===== src/rtl/pam_frame_tx.sv =====
// pam_frame_tx: PAM visible-light TX framer; per request sends preamble (m-sequence x NUM_PREAMBLE), pilot staircase, LENGTH_DATA payload.
// Latency: one registered stage; a state/handshake decision in cycle n appears on da_data/da_valid after edge n+1.
// Backpressure: none toward the DA; mod_tx_ready = (state == DATA); a missing modulator sample becomes mid-scale plus an underrun_err pulse.
// Ports: clk, arst_n (synchronous active-low), tx_en (frame request level), mod_tx_valid/mod_tx_data/mod_tx_ready (modulator handshake),
//        da_data/da_valid (registered DA stream), frame_busy (PRE..GAP), underrun_err (pulse aligned with the mid-scale fill sample).
// Optional: define PAM_TX_UNDERRUN_CNT_EN to add underrun_cnt[15:0], a saturating per-frame underrun count.
module pam_frame_tx #(
  parameter int                         DA_CVER_WIDTH = 12,
  parameter int                         PAM_ORDER     = 4,
  parameter int                         LENGTH_DATA   = 1024,
  parameter int                         LENGTH_M_SEQ  = 15,
  parameter logic [LENGTH_M_SEQ-1:0]    M_SEQ         = 15'b000_0101_0011_0111,
  parameter int                         NUM_PREAMBLE  = 4,
  parameter logic [DA_CVER_WIDTH-1:0]   PRE_HI        = 12'hC00,
  parameter logic [DA_CVER_WIDTH-1:0]   PRE_LO        = 12'h400,
  parameter int                         GAP_LEN       = 32
) (
  input  logic                     clk,
  input  logic                     arst_n,
  input  logic                     tx_en,
  input  logic                     mod_tx_valid,
  input  logic [DA_CVER_WIDTH-1:0] mod_tx_data,
  output logic                     mod_tx_ready,
  output logic [DA_CVER_WIDTH-1:0] da_data,
  output logic                     da_valid,
  output logic                     frame_busy,
  output logic                     underrun_err
`ifdef PAM_TX_UNDERRUN_CNT_EN
  ,
  output logic [15:0]              underrun_cnt
`endif
);

  function automatic int max2(input int a, input int b);
    return (a > b) ? a : b;
  endfunction

  localparam int PRE_LEN   = NUM_PREAMBLE * LENGTH_M_SEQ;
  localparam int PILOT_LEN = 1 << PAM_ORDER;
  localparam int MAX_LEN   = max2(max2(PRE_LEN, PILOT_LEN), max2(LENGTH_DATA, GAP_LEN));
  localparam int CNT_W     = $clog2(MAX_LEN) + 1;
  localparam logic [DA_CVER_WIDTH-1:0] MID = {1'b1, {(DA_CVER_WIDTH-1){1'b0}}};

  typedef enum logic [2:0] {IDLE, PRE, PILOT, DATA, GAP} state_t;

  state_t                   state, state_nxt;
  logic [CNT_W-1:0]         cnt, cnt_nxt;
  logic [CNT_W-1:0]         chip_off, chip_idx;
  logic                     chip;
  logic [DA_CVER_WIDTH-1:0] pilot_code;
  logic [DA_CVER_WIDTH-1:0] da_data_nxt;
  logic                     da_valid_nxt;
  logic                     underrun_nxt;

  // Gated by reset so no sample is taken while the block is being cleared.
  assign mod_tx_ready = arst_n && (state == DATA);

  // Chip pointer walks the m-sequence MSB first and wraps every LENGTH_M_SEQ samples.
  always_comb begin
    chip_off = cnt % CNT_W'(LENGTH_M_SEQ);
    chip_idx = CNT_W'(LENGTH_M_SEQ - 1) - chip_off;
    chip     = 1'b0;
    for (int i = 0; i < LENGTH_M_SEQ; i++) begin
      if (chip_idx == CNT_W'(i)) chip = M_SEQ[i];
    end
  end

  // Pilot level k sits at the centre of PAM decision region k.
  assign pilot_code = {cnt[PAM_ORDER-1:0], 1'b1, {(DA_CVER_WIDTH-PAM_ORDER-1){1'b0}}};

  always_comb begin
    state_nxt    = state;
    cnt_nxt      = cnt + CNT_W'(1);
    da_data_nxt  = MID;
    da_valid_nxt = 1'b0;
    underrun_nxt = 1'b0;
    case (state)
      IDLE: begin
        cnt_nxt = '0;
        if (tx_en) state_nxt = PRE;
      end
      PRE: begin
        da_valid_nxt = 1'b1;
        da_data_nxt  = chip ? PRE_HI : PRE_LO;
        if (cnt == CNT_W'(PRE_LEN - 1)) begin
          state_nxt = PILOT;
          cnt_nxt   = '0;
        end
      end
      PILOT: begin
        da_valid_nxt = 1'b1;
        da_data_nxt  = pilot_code;
        if (cnt == CNT_W'(PILOT_LEN - 1)) begin
          state_nxt = DATA;
          cnt_nxt   = '0;
        end
      end
      DATA: begin
        // The frame length is fixed: an empty cycle is filled, never waited out.
        da_valid_nxt = 1'b1;
        if (mod_tx_valid) da_data_nxt  = mod_tx_data;
        else              underrun_nxt = 1'b1;
        if (cnt == CNT_W'(LENGTH_DATA - 1)) begin
          state_nxt = GAP;
          cnt_nxt   = '0;
        end
      end
      GAP: begin
        if (cnt == CNT_W'(GAP_LEN - 1)) begin
          state_nxt = IDLE;
          cnt_nxt   = '0;
        end
      end
      default: begin
        state_nxt = IDLE;
        cnt_nxt   = '0;
      end
    endcase
  end

  always_ff @(posedge clk) begin
    if (!arst_n) begin
      state        <= IDLE;
      cnt          <= '0;
      da_data      <= MID;
      da_valid     <= 1'b0;
      frame_busy   <= 1'b0;
      underrun_err <= 1'b0;
    end else begin
      state        <= state_nxt;
      cnt          <= cnt_nxt;
      da_data      <= da_data_nxt;
      da_valid     <= da_valid_nxt;
      frame_busy   <= (state != IDLE);
      underrun_err <= underrun_nxt;
    end
  end

`ifdef PAM_TX_UNDERRUN_CNT_EN
  // Cleared when a frame is launched; holds its final value until the next launch.
  always_ff @(posedge clk) begin
    if (!arst_n) begin
      underrun_cnt <= '0;
    end else if (state == IDLE && tx_en) begin
      underrun_cnt <= '0;
    end else if (underrun_nxt && underrun_cnt != 16'hFFFF) begin
      underrun_cnt <= underrun_cnt + 16'd1;
    end
  end
`endif

endmodule


===== config.mk =====
export PLATFORM = sky130hd
export DESIGN_NAME = pam_frame_tx
export DESIGN_NICKNAME = d
export VERILOG_FILES = /design/src/rtl/pam_frame_tx.sv
export SDC_FILE = /design/constraint.sdc
export NUM_CORES = 1
export LEC_CHECK = 0
export ABC_AREA = 1
export ABC_CLOCK_PERIOD_IN_PS = 4070
export CORE_MARGIN = 1
export CORE_UTILIZATION = 40
export DETAILED_ROUTE_END_ITERATION = 12
export PLACE_DENSITY = 0.6
export RECOVER_POWER = 100
export SYNTH_ARGS = -nofsm -noshare
export SYNTH_HDL_FRONTEND = slang
export SYNTH_SLANG_ARGS = --single-unit

===== constraint.sdc =====
create_clock -name clk -period 4.07 [get_ports clk]
set_clock_uncertainty 0.1 [all_clocks]
set_input_delay 0.814 -clock clk [delete_from_list [all_inputs] [get_ports clk]]
set_output_delay 0.814 -clock clk [all_outputs]
set_load 0.005 [all_outputs]

==> flow_summary.yaml <==
floorplan:
  io_pins: 32
  die_h_um: 80.1
  num_rows: 28
  initial_utilization: 0.415
  die_w_um: 80.1
  core_area_um2: 5890
  dieArea_um2: 6420
cells_and_area:
  drive_gt1_frac: 0.287
  stdcell_count: 535
  antenna_cells: 0
  layout.nets: 481
  stdcell_area_um2: 3410
  syn_to_final_growth_pct: 39.6
  num-fill-cells: 569
synthesis:
  synth.most_common_cell: "nand2_1"
  syn-num-nets: 407
  synthesis.area_um2: 2440
  synthesis.instances: 386
  ys_seq_area_frac: 0.238
  synth_cell_type_count: 38
  postSynthAreaPerCell_um2: 6.32
  synth_edf_count: 0
  synth_area_leaders: "dfxtp_1 24%, nand2_1 15%, inv_1 9.5%"
  yosys_warnings: 0
  ys_seq_elements: 29
  synthTopCellsByCount: "99 x nand2_1, 62 x inv_1, 37 x nor2_1, 29 x dfxtp_1, 22 x nand3_1"
  yosys.area.top_type_share: 0.238
  ys.flop_type: "dfxtp_1"
  synth_top_area_cell: "dfxtp_1"
  ys_async_sr_fraction: 0
timing:
  hold_viol: 0
  max_freq_mhz: 235
  fin_crit_sh: 1.04
  rsz0062_at_grt: "yes"
  final_max_slew_viol_count: 0
  finalSetupTns_ns: -0.182
  worst_slew_pin_slew_ns: 0.477
  slew_headroom: 0.679
  hold_ws_ns: 0.448
  finalSetupViolCount: 1
  layout_min_cycle_time_ns: 4.25
  setup_slack_ns: -0.182
pwr:
  power_density_nw_per_um2: 217
  finalPower_w: 0.000738
  p_leak_nw: 1.62
  power_frac_comb: 0.243
  seq_power_share: 0.443
  p_clk_frac: 0.315
  swShare: 0.299
  irDropWorstVdd_mv: 0.279
  power.net_switching_w: 0.000220
  internal_power_w: 0.000517
placement:
  globalplace.congestion: 0.787
  placed_area_um2: 3040
  place_inst: 517
  io_buffers: 31
  hpwl_um: 4410
worst_setup_path:
  critPathCaptureType: "register"
  cp.arrival_ns: 4.32
  cp_max_fo: 7
  cp_slowest_cell: "dfxtp_4"
  required_ns: 4.14
  setup.worst_path.class: "reg2reg"
  cp-start-kind: "register"
  cpPeakStageDelay_ns: 0.36
  rrSetupSlack_ns: -0.18
routing:
  via_count: 2584
  drtAntennaViolNets: 0
  totalWireLength_um: 5830
  avgRoutedWirePerCell_um: 10.9
  vias_per_cell: 4.83
  drt-initial-drc-count: 55
  drc: 0
  firstDrtPassIters: 5
global_routing:
  grt-ovfl-total: 0
  grt_antenna_before_repair: 0
  grt_use_total: 0.183
  grt_max_degree: 10
  grt_pass1_vias: 2418
  grt_pass1_wl_um: 9560
clock_network:
  h-tree-depth: 2
  cts.sinks: 29
  cts_tree: "built"
  clkTransAtPathRegs_ns: 0.06
  insertion_delay_ns: 0.27
  cts_buffers: 5
  cts-root-buf: "clkbuf_8"
  cts.path.max_buffers: 2
job:
  cap_violations: 0
run_status:
  violations: "negative setup slack"
  status: "complete, but fails checks"
hold_path:
  hold_class: "reg2reg"
cells by family (layout without fill, tap and decap cells):
kind of cell / after synthesis / after routing / synth area share
AO/OA/AOI/OAI: 42 / 42 / 0.107
XOR/XNOR: 6 / 6 / 0.0215
flip-flops: 29 / 29 / 0.238
adder cells (fa/ha/maj): 5 / 5 / 0.0256
AND/OR/NAND/NOR: 232 / 232 / 0.492
buffers and inverters: 72 / 146 / 0.116
power groups by stage:
stage          clock, W  combinational (W)  sequential [W]
2_1_floorplan         0           0.000108        0.000334
3_3_place_gp          0           0.000184        0.000336
3_5_place_dp          0           0.000183        0.000336
4_1_cts        0.000242           0.000185        0.000329
5_1_grt        0.000252           0.000203        0.000331
6_report       0.000232           0.000179        0.000326
per-stage QoR:
| stage | setup WS (ns) | utilization |
|---|---|---|
| floorplan | 0.163 | - |
| global placement | -0.124 | 0.516 |
| detailed placement | -0.196 | 0.516 |
| CTS | -0.0569 | 0.551 |
| global route | -0.513 | 0.579 |
| finish | -0.182 | 0.579 |
placed cells by master (no fill, tap or decap), types with 5 or more instances in the layout:
cell,n
clkbuf_8,6
nor2_4,7
nor2_1,32
nand3_4,7
nand2_4,8
dlygate4sd3_1,17
buf_4,37
o21ai_0,9
o21ai_2,5
a21oi_1,11
nand2_2,29
nor2_2,5
inv_1,59
nor3_1,10
nand3_1,20
clkdlybuf4s50_1,14
dfxtp_1,24
nand4_1,16
inv_2,5
nand2_1,86
o21ai_1,7
area by class of cell:
type	count	area, um2	share of cell area
clock buffer	7	86.3	0.0253
inverter	67	256	0.0753
multi-input combinational	285	1740	0.512
sequential	29	597	0.175
tap	75	93.8	0.0276
timing repair buffer	71	622	0.183
timing repair inverter	1	7.51	0.00220
final timing paths:
| path | depth (start not counted) | end | startpoint |
|---|---|---|---|
| worst max register to register | 40 | da_data[11]$_SDFF_PN1_ | cnt[8]$_SDFF_PN0_ |
| worst min-delay path | 2 | state[1]$_SDFFE_PN0P_ | state[1]$_SDFFE_PN0P_ |
| worst max-delay path | 40 | da_data[11]$_SDFF_PN1_ | cnt[8]$_SDFF_PN0_ |
| worst min register to register | 2 | state[1]$_SDFFE_PN0P_ | state[1]$_SDFFE_PN0P_ |
sequential cells by signal (all words and copies together) (netlist names):
register / count
cnt: 11
state: 3
da_data: 12
underrun_err: 1
da_valid: 1
frame_busy: 1
routing by layer:
metal | wire length (um) | global-route usage | vias to the layer above
li1 | - | - | 1392
met1 | 2520 | 0.201 | 1159
met2 | 3140 | 0.361 | 27
met3 | 104 | 0.0250 | 6
met4 | 55 | 0.0482 | 0
met5 | 0 | 0 | -
repair_timing:
action | in CTS | in global routing
endpoints found under the setup margin | 1 | 1
endpoints found under the hold margin | 0 | 0
gates resized for setup | 25 | 35
pin swaps | 23 | 28
cloned | 1 | 0
setup buffers | 6 | 4
hold buffers | 0 | 0
critical path: cells and delay by family (launching register included):
family	cells	cell delay, ns
AND/OR/NAND/NOR	32	2.82
adder cells (fa/ha/maj)	1	0.13
flip-flops	1	0.36
buffers and inverters	3	0.27
AO/OA/AOI/OAI	4	0.45
Power figures use the tool's default switching activity.
